===== config.mk =====
export PLATFORM = sky130hd
export DESIGN_NAME = wb_stage_mlane
export DESIGN_NICKNAME = d
export VERILOG_FILES = /design/src/rtl/wb_stage_mlane.sv
export SDC_FILE = /design/constraint.sdc
export NUM_CORES = 1
export LEC_CHECK = 0
export ABC_AREA = 1
export BUFFER_PORTS_ARGS = -buffer_cell sky130_fd_sc_hd__buf_2
export CORE_AREA = 2 2 247 249
export DETAILED_ROUTE_END_ITERATION = 12
export DIE_AREA = 0 0 249 251
export SYNTH_ARGS = -nofsm -noshare
export SYNTH_HDL_FRONTEND = slang
export SYNTH_SLANG_ARGS = --single-unit

===== constraint.sdc =====
create_clock -name clk -period 2.8 [get_ports clk]
set_clock_uncertainty 0.2 [all_clocks]
set_input_delay 0.14 -clock clk [delete_from_list [all_inputs] [get_ports clk]]
set_output_delay 0.14 -clock clk [all_outputs]
set_load 0.02 [all_outputs]

===== src/rtl/wb_stage_mlane.sv =====
// Multi-lane MIPS writeback stage: registered retire bundle, forwarding, instret.
// Optional retirement trace FIFO and debug_wb_* serialisation when WB_TRACE_EN is defined.
module wb_stage_mlane #(
  parameter int LANES       = 2,
  parameter int DATA_W      = 32,
  parameter int ADDR_W      = 5,
  parameter int TRACE_DEPTH = 4
) (
  input  logic                          clk,
  input  logic                          rst,
  input  logic                          flush,
  input  logic                          in_valid,
  output logic                          in_ready,
  input  logic [LANES-1:0]              in_lane_vld,
  input  logic [LANES*32-1:0]           in_pc,
  input  logic [LANES-1:0]              in_rf_we,
  input  logic [LANES*ADDR_W-1:0]       in_rf_waddr,
  input  logic [LANES*DATA_W-1:0]       in_rf_wdata,
  input  logic [1:0]                    in_hilo_we,
  input  logic [DATA_W-1:0]             in_hi,
  input  logic [DATA_W-1:0]             in_lo,
  output logic [LANES-1:0]              rf_we,
  output logic [LANES*ADDR_W-1:0]       rf_waddr,
  output logic [LANES*DATA_W-1:0]       rf_wdata,
  output logic [LANES*(1+ADDR_W+DATA_W)-1:0] fwd_rf_bus,
  output logic [1:0]                    hilo_we,
  output logic [DATA_W-1:0]             hi_o,
  output logic [DATA_W-1:0]             lo_o,
  output logic [2+2*DATA_W-1:0]         fwd_hilo_bus,
  output logic [63:0]                   instret,
  output logic [31:0]                   debug_wb_pc,
  output logic [3:0]                    debug_wb_rf_wen,
  output logic [4:0]                    debug_wb_rf_wnum,
  output logic [31:0]                   debug_wb_rf_wdata,
  output logic                          trace_busy
);

  localparam int LW = 1 + ADDR_W + DATA_W;
  localparam int CW = $clog2(TRACE_DEPTH) + 1;

  logic             acc;
  logic [LANES-1:0] eff;
  logic [LANES-1:0] win;
  logic [CW-1:0]    nvld;

  assign acc = in_valid & in_ready & ~flush;

  always_comb begin
    nvld = '0;
    for (int i = 0; i < LANES; i++) nvld = nvld + CW'(in_lane_vld[i]);
  end

  // Same-address writes within a bundle: the highest lane keeps its enable.
  always_comb begin
    eff = '0;
    win = '0;
    for (int i = 0; i < LANES; i++)
      eff[i] = in_lane_vld[i] & in_rf_we[i] & (in_rf_waddr[i*ADDR_W +: ADDR_W] != '0);
    for (int i = 0; i < LANES; i++) begin
      win[i] = eff[i];
      for (int j = i + 1; j < LANES; j++)
        if (eff[j] && (in_rf_waddr[j*ADDR_W +: ADDR_W] == in_rf_waddr[i*ADDR_W +: ADDR_W]))
          win[i] = 1'b0;
    end
  end

  always_ff @(posedge clk) begin
    if (rst || !acc) begin
      rf_we    <= '0;
      rf_waddr <= '0;
      rf_wdata <= '0;
      hilo_we  <= '0;
      hi_o     <= '0;
      lo_o     <= '0;
    end else begin
      rf_we    <= win;
      rf_waddr <= in_rf_waddr;
      rf_wdata <= in_rf_wdata;
      hilo_we  <= in_hilo_we;
      hi_o     <= in_hi;
      lo_o     <= in_lo;
    end
  end

  always_ff @(posedge clk) begin
    if (rst)      instret <= '0;
    else if (acc) instret <= instret + 64'(nvld);
  end

  for (genvar g = 0; g < LANES; g++) begin : g_fwd
    assign fwd_rf_bus[g*LW +: LW] = {rf_we[g], rf_waddr[g*ADDR_W +: ADDR_W],
                                     rf_wdata[g*DATA_W +: DATA_W]};
  end

  assign fwd_hilo_bus = {hilo_we, hi_o, lo_o};

`ifdef WB_TRACE_EN
  localparam int PW = (TRACE_DEPTH > 1) ? $clog2(TRACE_DEPTH) : 1;
  localparam int SW = CW + 1;

  logic [31:0]       t_pc    [TRACE_DEPTH];
  logic              t_we    [TRACE_DEPTH];
  logic [ADDR_W-1:0] t_waddr [TRACE_DEPTH];
  logic [DATA_W-1:0] t_wdata [TRACE_DEPTH];
  logic [PW-1:0]     wr_ptr;
  logic [PW-1:0]     rd_ptr;
  logic [CW-1:0]     count;
  logic [CW-1:0]     off [LANES];
  logic              pop;

  function automatic logic [PW-1:0] wrap(input logic [SW-1:0] v);
    return (TRACE_DEPTH == 1) ? '0 : PW'(v);
  endfunction

  // Valid lanes are packed contiguously: each lane's slot is the count of valid lanes below it.
  always_comb begin
    logic [CW-1:0] run;
    run = '0;
    for (int i = 0; i < LANES; i++) begin
      off[i] = run;
      run    = run + CW'(in_lane_vld[i]);
    end
  end

  assign pop        = (count != '0);
  assign trace_busy = pop;
  assign in_ready   = (32'(TRACE_DEPTH) - 32'(count)) >= 32'(LANES);

  always_ff @(posedge clk) begin
    if (acc) begin
      for (int i = 0; i < LANES; i++) begin
        if (in_lane_vld[i]) begin
          t_pc   [wrap(SW'(wr_ptr) + SW'(off[i]))] <= in_pc[i*32 +: 32];
          t_we   [wrap(SW'(wr_ptr) + SW'(off[i]))] <= in_rf_we[i];
          t_waddr[wrap(SW'(wr_ptr) + SW'(off[i]))] <= in_rf_waddr[i*ADDR_W +: ADDR_W];
          t_wdata[wrap(SW'(wr_ptr) + SW'(off[i]))] <= in_rf_wdata[i*DATA_W +: DATA_W];
        end
      end
    end
  end

  always_ff @(posedge clk) begin
    if (rst) begin
      wr_ptr            <= '0;
      rd_ptr            <= '0;
      count             <= '0;
      debug_wb_pc       <= '0;
      debug_wb_rf_wen   <= '0;
      debug_wb_rf_wnum  <= '0;
      debug_wb_rf_wdata <= '0;
    end else begin
      if (acc) wr_ptr <= wrap(SW'(wr_ptr) + SW'(nvld));
      if (pop) begin
        debug_wb_pc       <= t_pc[rd_ptr];
        debug_wb_rf_wen   <= {4{t_we[rd_ptr]}};
        debug_wb_rf_wnum  <= 5'(t_waddr[rd_ptr]);
        debug_wb_rf_wdata <= 32'(t_wdata[rd_ptr]);
        rd_ptr            <= wrap(SW'(rd_ptr) + SW'(1));
      end else begin
        debug_wb_pc       <= '0;
        debug_wb_rf_wen   <= '0;
        debug_wb_rf_wnum  <= '0;
        debug_wb_rf_wdata <= '0;
      end
      count <= count + (acc ? nvld : '0) - CW'(pop);
    end
  end
`else
  logic unused_trace;
  assign unused_trace      = ^in_pc;
  assign in_ready          = 1'b1;
  assign trace_busy        = 1'b0;
  assign debug_wb_pc       = '0;
  assign debug_wb_rf_wen   = '0;
  assign debug_wb_rf_wnum  = '0;
  assign debug_wb_rf_wdata = '0;
`endif

endmodule


* After elaboration in Yosys (flattened, before gate mapping)
Cells that the tools add are included.
** Storage, ports and cells
- Flip-flop bits (word level) :: 206
** Cells by class
- Add/subtract/negate cells :: 2
- Equality and inequality tests :: 1
- Bitwise logic cells :: 6
- Reduce and logical (&&, ||, !) cells :: 6
** Operators with widths (number)
- $add 64x2->64 :: 1
- $reduce_bool 5->1 :: 2
- $and 1x1->1 :: 5
- $eq 5x5->1 :: 1
- $add 1x1->2 :: 1
- $reduce_or 2->1 :: 1
- $logic_and 1x1->1 :: 1
- $logic_not 1->1 :: 1
- $logic_or 1x1->1 :: 1
- $not 1->1 :: 1

* Depth between registers and ports, before layout
Gate-level depths: netlist of run 1.
- Depth in word-level cells :: 5
- Mapped depth :: 14
- Mapped depth without buffers :: 14

* Worst setup path before layout of run 1
No wires, ideal clock.
- Path kind :: register to register
- Start :: register instret[0]
- End :: register instret[26]
- Data arrival time :: 1.918 ns
- Setup slack :: 0.563 ns
- Cell stages (with the launch flop) :: 12
- Path buffers :: 0
- Period minus slack after synthesis :: 2.237 ns
- Cells stage by stage :: dfxtp_1 > inv_1 > fa_1 > inv_1 > ha_1 > inv_1 > nor2_4 > nand2_1 > nor2_2 > nand4_1 > nor3b_1 > nor2_1
** On the way
- Longest elaborated chain between the ends :: 1
** RTL lines
- start, declared :: line 30 : output logic [63:0] instret,
- start signal, assigned :: line 87 : else if (acc) instret <= instret + 64'(nvld);
- $add 64x2->64 :: line 87
No other way between the ends.
A chain may end at the register's enable or synchronous reset.

* Worst setup path after layout of run 1
- Start :: input port flush
- End :: register rf_we[0]
** On the way
- Longest elaborated chain between the ends :: 5
** RTL lines
- start, declared :: line 11 : input logic flush,
- $not 1->1 :: line 46 : assign acc = in_valid & in_ready & ~flush;
- $and 1x1->1 :: line 46
- $logic_not 1->1 :: line 68 : if (rst || !acc) begin
- $logic_or 1x1->1 :: line 68
- $reduce_or 2->1 (no source line)
- end signal, assigned :: line 76 : rf_we <= win;
- end, declared :: line 22 : output logic [LANES-1:0] rf_we,
No other way between the ends.

==> results.json, run 1 <==
{
  "startpoint": "flush",
  "ys_seq_elements": 206,
  "seq_area_um2": 4124,
  "cts_max_level": 1,
  "tritoncts": "yes",
  "ant_nets": 0,
  "synth_edf_count": 0,
  "viasPerCell": 3.580,
  "gr-usage-all-layers_pct": 13.89,
  "place.gp.congestion": 0.8769,
  "post_cts_resized": 0,
  "worstPathArrival_ns": 2.82,
  "drcViolationCount": 0,
  "pin_count": 635,
  "grt_pass1_wl_um": 62530,
  "cts_sinks": 206,
  "finalSetupViolCount": 0,
  "synth_area_leaders": "dfxtp_1 43%, buf_4 17%, nor2_1 11%",
  "finalNetCount": 2033,
  "drive_above_1_share_pct": 32.72,
  "tightest_slew_ns": 0.5212,
  "stdcell_count": 2626,
  "tns_ns": 0,
  "crit-reg2reg-capture": "instret[62]$_SDFFE_PP0P_",
  "syn2layout_area_growth_pct": 47.37,
  "clk_latency_ns": 0.56,
  "rrSetupSlack_ns": 0.40,
  "cp-start-kind": "input port",
  "vias": 9400,
  "synth_top_cell_by_area": "dfxtp_1",
  "syn_area_per_cell_um2": 7.386,
  "report.final.slew_viol_count": 0,
  "crit_path_end": "rf_we[0]$_SDFF_PP0_",
  "finalHoldViolCount": 0,
  "multi_input_area_um2": 3166,
  "power_density_nw_per_um2": 529.0,
  "synthDominantCellAreaShare_pct": 42.92,
  "grt_max_degree": 54,
  "reg2regPathDepth": 13,
  "synthDistinctLibCells": 33,
  "timing.final.crit_share_pct": 89.82,
  "whs_ns": 0.1058,
  "first_pass_iters": 5,
  "synth_flop_cell": "dfxtp_1",
  "hold_path_class": "in2reg",
  "dp_hpwl_um": 36760,
  "peakVddDrop_v": 0.0004105,
  "cap_violations": 0,
  "static-leakage-power_nw": 7.390,
  "relSlewSlack_pct": 65.25,
  "fin_crit_ns": 2.515,
  "fmax_mhz": 397.6,
  "overflow": 0,
  "cts_buffer_depth": 3,
  "worstPathMaxFanout": 3,
  "ys_warn_count": 0,
  "netlist_area_um2": 9609,
  "cp.required_ns": 3.11,
  "core_area_um2": 59790,
  "synth_cells": 1301,
  "antenna_found_initial": 13,
  "die-height_um": 251,
  "wl_per_cell_um": 17.26,
  "dp.cells": 2419,
  "synth_common_cells": "274 x nor2_1, 220 x inv_1, 217 x buf_4",
  "fp.dieW_um": 249,
  "drt_iter0_markers": 507,
  "routed_wl_um": 45330,
  "clockRootBuffer": "clkbuf_16",
  "crit_type": "in2reg",
  "design_area_um2": 14160,
  "postCtsSetupRepairBufs": 0,
  "synth-async-reset-ratio_pct": 0,
  "synth.most_common_cell": "nor2_1",
  "portBuffers": 495,
  "status": "finished clean",
  "die-area_um2": 62500,
  "cts_buffers": 28,
  "end_kind": "flop",
  "rows": 90,
  "placed_area_um2": 11700,
  "grt_pass1_vias": 8978,
  "ys_seq_area_share_pct": 42.92,
  "worstReg2RegStart": "instret[0]$_SDFFE_PP0P_",
  "fillers": 6551,
  "clkTransAtPathRegs_ns": 0.06,
  "rsz0062_at_grt": "no",
  "initial_core_util_pct": 16.07
}
[routing by layer]
layer  track usage, %  vias to the layer above  part of all wire (%)
li1                 -                     4633                     -
met1            14.64                     4289                    37
met2            24.72                      388                    49
met3            5.187                       74                   9.2
met4            6.113                       16                   4.7
met5                0                        -                  0.21
[worst min-delay path by stage]
stage	startpoint	end	slack (ns)	cells past startpoint
after floorplan	in_hi[0]	hi_o[0]$_SDFF_PP0_	0.05	2
after global placement	in_lo[12]	lo_o[12]$_SDFF_PP0_	0.15	3
after detailed placement	in_lo[6]	lo_o[6]$_SDFF_PP0_	0.16	3
after CTS	in_rf_wdata[57]	rf_wdata[57]$_SDFF_PP0_	0.07	4
after global routing	in_hi[13]	hi_o[13]$_SDFF_PP0_	0.10	4
final	in_lo[6]	lo_o[6]$_SDFF_PP0_	0.11	4
[registers in the layout, summed over array words and instances (netlist names)]
register	flops
hilo_we	2
lo_o	32
hi_o	32
rf_wdata	64
rf_we	2
rf_waddr	10
instret	64
[layout make-up]
class / count / area share, %
Antenna cell: 4 / 0.07068
Clock buffer: 39 / 5.593
Clock inverter: 12 / 1.007
Inverter: 227 / 6.052
Multi-Input combinational cell: 700 / 22.35
Sequential cell: 206 / 29.12
Tap cell: 782 / 6.909
Timing Repair Buffer: 656 / 28.89
[power by group]
part / total (mW) / switching, mW / internal [mW] / leakage (nW)
clock network: 3.63 / 1.47 / 2.16 / 0.445
registers: 3.03 / 0.0401 / 2.99 / 1.67
logic: 0.831 / 0.498 / 0.333 / 5.27
[what timing repair did]
action,4_1_cts,5_1_grt
hold buffers,152,0
hold endpoints to repair,167,0
endpoints found under the setup margin,0,0
[per-stage QoR]
step                      total power, mW  setup WS (ns)  utilization [%]
final                               7.492         0.2851            23.68
after global routing                7.798         0.1395            23.67
after CTS                           7.630         0.2455            23.67
after detailed placement            3.747         0.4414            19.56
after global placement              3.744         0.4592            19.56
after floorplan                     3.584         0.5634                -
[worst max-delay path, stage by stage]
cell and delay [ns]:
dlygate4sd3_1 0.60, buf_2 0.14, inv_1 0.11, nand2_2 0.09, nor2_1 0.31, nand4_1 0.14, dlygate4sd3_1 0.57, a31oi_1 0.14
dlygate4sd3_1 0.56
[logic make-up (layout without fill, tap and decap cells)]
kind of cell	after synthesis	after routing	share of synthesized area (%)
other cells	2	79	0.07815
simple gates	553	553	25.27
buf+inv	468	934	26.99
compound gates	53	53	2.852
fa+ha+maj	2	2	0.3385
flops	206	206	42.92
xor+xnor	17	17	1.550
[cells in the final DEF (no fill, tap or decap), types with 21 or more instances in the layout]
| master | instances |
|---|---|
| a21oi_1 | 25 |
| buf_2 | 495 |
| clkbuf_16 | 28 |
| conb_1 | 75 |
| dfxtp_1 | 206 |
| dlygate4sd3_1 | 152 |
| inv_1 | 220 |
| nand2_1 | 149 |
| nand3_1 | 42 |
| nand4_1 | 22 |
| nor2_1 | 274 |
| o21ai_0 | 21 |
Note: power is estimated with default switching activity, not from simulation.
==> inputs of run 2 (changes only) <==
==> constraint.sdc (replaced) <==
create_clock -name clk -period 2.8 [get_ports clk]
set_clock_uncertainty 0.2 [all_clocks]
set_input_delay 0.56 -clock clk [delete_from_list [all_inputs] [get_ports clk]]
set_output_delay 0.56 -clock clk [all_outputs]
set_load 0.02 [all_outputs]
==> run 2 against run 1 <==
Against the previous run: via count fell by 0.66%; non-clock buffer count fell by 23; flip-flop and latch count did not move; first-iteration DRC count fell by 1.4%; cell area fell by 1.2%; die area did not move; combinational power fell by 3.4%; routed wire length fell by 0.49%; utilization fell by 0.29 points; worst setup slack improved by 0.13 ns; power rose by 1.4%; largest cell class unchanged.
==> results.json, run 2 (synthesis results as in run 1) <==
{
  "status": "finished clean",
  "cp.required_ns": 3.04,
  "finalSetupViolCount": 0,
  "static-leakage-power_nw": 7.328,
  "rows": 90,
  "fillers": 6585,
  "timing.final.crit_share_pct": 85.16,
  "post_cts_resized": 0,
  "portBuffers": 495,
  "die-area_um2": 62500,
  "cap_violations": 0,
  "worstPathMaxFanout": 4,
  "clkTransAtPathRegs_ns": 0.05,
  "cts_buffer_depth": 3,
  "postCtsHoldBufs": 127,
  "vias": 9338,
  "drt_iter0_markers": 500,
  "grt_pass1_wl_um": 61350,
  "layout_setup_ws_ns": 0.4155,
  "rrSetupSlack_ns": 0.42,
  "worstReg2RegStart": "instret[0]$_SDFFE_PP0P_",
  "grt_pass1_vias": 8687,
  "tns_ns": 0,
  "clk_latency_ns": 0.55,
  "pin_count": 635,
  "core_area_um2": 59790,
  "final_common_cell": "buf_2",
  "initial_core_util_pct": 16.07,
  "drcViolationCount": 0,
  "multi_input_area_um2": 3166,
  "antenna_found_initial": 15,
  "fp.dieW_um": 249,
  "crit_type": "reg2reg",
  "hold_depth": 3,
  "hp-start": "in_lo[19]",
  "first_pass_iters": 5,
  "hold_path_class": "in2reg",
  "seq_area_um2": 4124,
  "routed_wl_um": 45110,
  "place.gp.congestion": 0.8931,
  "cts_sinks": 206,
  "power_density_nw_per_um2": 542.8,
  "tritoncts": "yes",
  "dp_hpwl_um": 36760,
  "cp-start-kind": "flop",
  "fmax_mhz": 419.4,
  "ant_nets": 0,
  "place_ws_ns": 0.04388,
  "reg2regPathDepth": 11,
  "finalPower_mw": 7.594,
  "worstPathArrival_ns": 2.62,
  "die-height_um": 251,
  "wl_per_cell_um": 17.32,
  "grt_max_degree": 42,
  "hold_end": "lo_o[19]$_SDFF_PP0_",
  "finalHoldViolCount": 0,
  "viasPerCell": 3.586,
  "postCtsSetupRepairBufs": 0,
  "cts_buffers": 28,
  "report.final.slew_viol_count": 0,
  "overflow": 0,
  "rsz0062_at_grt": "no",
  "peakVddDrop_v": 0.0004224,
  "clockRootBuffer": "clkbuf_16",
  "fin_crit_ns": 2.384,
  "end_kind": "flop",
  "finalNetCount": 2010,
  "crit-reg2reg-capture": "instret[26]$_SDFFE_PP0P_",
  "top_regs": "instret x64, rf_wdata x64",
  "syn2layout_area_growth_pct": 45.59,
  "cts_max_level": 1,
  "layout_common_cells": "495 x buf_2, 274 x nor2_1, 220 x inv_1",
  "drive_above_1_share_pct": 33.17,
  "gr-usage-all-layers_pct": 13.74
}
## run 2: cell types whose count changed in the layout (fill, tap and decap cells not counted), sizes merged
cell | before | now
clkinv | 4 | 3
bufinv | 2 | 3
dlygate4sd3 | 152 | 127
clkinvlp | 4 | 3
clkbuf | 39 | 43
buf | 504 | 506
inv | 229 | 227
## run 2: stage by stage
stage,cell area [µm²],hold slack (ns),cells,util (%)
5_1_grt,13980,0.01949,2602,23.39
4_1_cts,13980,0.0004682,2600,23.38
3_3_place_gp,11740,0.2879,2421,19.63
2_1_floorplan,9883,0.3500,1374,-
6_report,13990,0.03133,2604,23.40
3_5_place_dp,11740,0.3013,2421,19.63
## run 2: worst max-delay path, cell delays in order (launching register included)
cell	delay, ns
dfxtp_1	0.35
inv_1	0.06
fa_1	0.40
inv_1	0.09
ha_1	0.13
inv_1	0.07
nor2_4	0.16
nand2_1	0.10
nor2_2	0.16
nand4_1	0.24
nor3b_1	0.25
nor2_1	0.06
## run 2: layout make-up
class / instances / share of cell area (%)
Clock inverter: 9 / 1.046
Multi-Input combinational cell: 700 / 22.63
Timing Repair Buffer: 633 / 27.74
Sequential cell: 206 / 29.48
Clock buffer: 43 / 5.912
Antenna cell: 4 / 0.07155
Inverter: 227 / 6.126
Tap cell: 782 / 6.994
## run 2: layer usage
| layer | global-route usage [%] | vias to the layer above | routed length (µm) |
|---|---|---|---|
| met2 | 24.15 | 428 | 21870 |
| met4 | 6.771 | 14 | 2307 |
| li1 | - | 4586 | - |
| met1 | 13.77 | 4217 | 15810 |
| met3 | 6.212 | 93 | 5031 |
| met5 | 0 | - | 88 |
## run 2: how the worst max path moves through the flow
stage,startpoint,end,slack [ns],depth (start not counted)
after detailed placement,in_lane_vld[0],instret[26]$_SDFFE_PP0P_,0.04,12
after floorplan,in_lane_vld[0],instret[26]$_SDFFE_PP0P_,0.43,11
after global routing,instret[0]$_SDFFE_PP0P_,instret[12]$_SDFFE_PP0P_,0.15,14
final,instret[0]$_SDFFE_PP0P_,instret[26]$_SDFFE_PP0P_,0.42,11
after global placement,in_lane_vld[0],instret[26]$_SDFFE_PP0P_,0.04,12
after CTS,instret[0]$_SDFFE_PP0P_,instret[22]$_SDFFE_PP0P_,0.40,13
## run 2: power by group
part           leakage (nW)  internal [mW]  switching, mW
sequential             1.67           2.99         0.0381
combinational          5.19          0.313          0.491
clock                 0.463           2.31           1.46
==> inputs of run 3 (changes only) <==
--- a/config.mk
+++ b/config.mk
@@ -8,6 +8,7 @@
 export ABC_AREA = 1
 export BUFFER_PORTS_ARGS = -buffer_cell sky130_fd_sc_hd__buf_2
 export CORE_AREA = 2 2 247 249
+export CTS_BUF_LIST = sky130_fd_sc_hd__clkbuf_16
 export DETAILED_ROUTE_END_ITERATION = 12
 export DIE_AREA = 0 0 249 251
 export SYNTH_ARGS = -nofsm -noshare
==> run 3 against run 2 <==
Against the previous run: register-to-register slack worse by 0.02 ns; clock power fell by 5.9%; die area is the same; utilization decreased by 0.10 points; hold slack barely moved; global-route usage about the same; critical path depth is 3 higher; worst setup slack worse by 0.015 ns; routed wire length fell by 0.18%; cell area down 0.45%; critical path type unchanged; largest cell class unchanged; largest power group unchanged.
==> results.json, run 3 (synthesis results as in run 1) <==
{
  "timing.final.crit_share_pct": 85.70,
  "multi_input_area_um2": 3166,
  "syn2layout_area_growth_pct": 44.93,
  "hold_path_class": "in2reg",
  "worstPathArrival_ns": 2.69,
  "final_common_cell": "buf_2",
  "place.gp.congestion": 0.8931,
  "ant_nets": 0,
  "first_pass_iters": 5,
  "postCtsHoldBufs": 127,
  "drt_iter0_markers": 493,
  "gr-usage-all-layers_pct": 13.73,
  "grt_max_degree": 42,
  "viasPerCell": 3.585,
  "tritoncts": "yes",
  "finalSetupViolCount": 0,
  "clkTransAtPathRegs_ns": 0.05,
  "cap_violations": 0,
  "fmax_mhz": 416.8,
  "fp.dieW_um": 249,
  "cp.required_ns": 3.09,
  "clockRootBuffer": "clkbuf_16",
  "overflow": 0,
  "status": "finished clean",
  "fin_crit_ns": 2.400,
  "rsz0062_at_grt": "no",
  "antenna_found_initial": 15,
  "drcViolationCount": 0,
  "rows": 90,
  "static-leakage-power_nw": 7.322,
  "clk_latency_ns": 0.55,
  "wl_per_cell_um": 17.27,
  "finalHoldViolCount": 0,
  "grt_pass1_vias": 8643,
  "routed_wl_um": 45020,
  "portBuffers": 495,
  "tns_ns": 0,
  "finalNetCount": 2010,
  "end_kind": "flop",
  "grt_pass1_wl_um": 61310,
  "core_area_um2": 59790,
  "cts_sinks": 206,
  "die-area_um2": 62500,
  "seq_area_um2": 4124,
  "worstPathMaxFanout": 6,
  "drive_above_1_share_pct": 32.78,
  "report.final.slew_viol_count": 0,
  "cts_max_level": 1,
  "power_density_nw_per_um2": 528.9,
  "initial_core_util_pct": 16.07,
  "cp-start-kind": "flop",
  "cts_buffer_depth": 3,
  "vias": 9347,
  "peakVddDrop_v": 0.0004201,
  "layout_common_cells": "495 x buf_2, 274 x nor2_1, 228 x inv_1",
  "postCtsSetupRepairBufs": 0,
  "dp_hpwl_um": 36760,
  "fillers": 6605,
  "cts_buffers": 28,
  "final_core_util_pct": 23.29,
  "pin_count": 635,
  "crit_type": "reg2reg",
  "die-height_um": 251,
  "post_cts_resized": 0,
  "top_regs": "instret x64, rf_wdata x64"
}
[run 3: changes by cell type in the layout (fill, tap and decap cells not counted)]
| cell | before | now |
|---|---|---|
| clkbuf_1 | 8 | 0 |
| inv_1 | 220 | 228 |
| clkbuf_8 | 7 | 0 |
| clkinv_1 | 0 | 7 |
| diode_2 | 4 | 7 |
[run 3: final timing paths]
kind / startpoint / to / slack [ns] / cells after the start
max reg2reg: instret[0]$_SDFFE_PP0P_ / instret[62]$_SDFFE_PP0P_ / 0.40 / 14
min: in_lo[19] / lo_o[19]$_SDFF_PP0_ / 0.03 / 3
max: instret[0]$_SDFFE_PP0P_ / instret[62]$_SDFFE_PP0P_ / 0.40 / 14
min reg2reg: instret[14]$_SDFFE_PP0P_ / instret[14]$_SDFFE_PP0P_ / 0.31 / 2
[run 3: critical path: stages, from the launching register on]
cell and delay [ns]:
dfxtp_1 0.35, inv_1 0.06, fa_1 0.40, inv_1 0.09, ha_1 0.13, inv_1 0.07
nor2_4 0.16, nand2_2 0.10, inv_2 0.08, nand3_2 0.09, nor2_2 0.28, nand3_1 0.12
nand2_1 0.08, nand2_1 0.04, nor2_1 0.08
[run 3: final cells by class]
type,instances,share of cell area (%)
flip-flops and latches,206,29.61
repair buffers,633,27.87
multi-input cells,700,22.73
well taps,782,7.025
inverters,227,6.154
clock buffers,28,5.031
clock inverters,24,1.455
diodes,7,0.1258
[run 3: metrics by stage]
step / hold WS (ns) / instances / area, µm² / power, mW / setup WS (ns)
after floorplan: 0.3500 / 1374 / 9883 / 3.584 / 0.4270
after detailed placement: 0.3013 / 2421 / 11740 / 3.752 / 0.04388
after CTS: 0.0004682 / 2600 / 13910 / 7.507 / 0.3982
final: 0.03160 / 2607 / 13930 / 7.366 / 0.4005
after global routing: 0.01933 / 2603 / 13920 / 7.680 / 0.1494
after global placement: 0.2879 / 2421 / 11740 / 3.750 / 0.03631
[run 3: power breakdown]
group | internal [mW] | switching (mW) | total, mW
sequential | 2.99 | 0.0385 | 3.03
combinational | 0.313 | 0.489 | 0.802
clock | 2.09 | 1.45 | 3.54
[run 3: metal layers]
layer  wire length, µm  global-route usage, %  vias to the layer above  part of all wire, %
met5                78                      0                        -                 0.17
met4              2142                  6.320                       12                  4.8
met3              4818                  5.726                       85                   11
met2             21960                  24.29                      438                   49
met1             16020                  14.10                     4210                   36
li1                  -                      -                     4602                    -
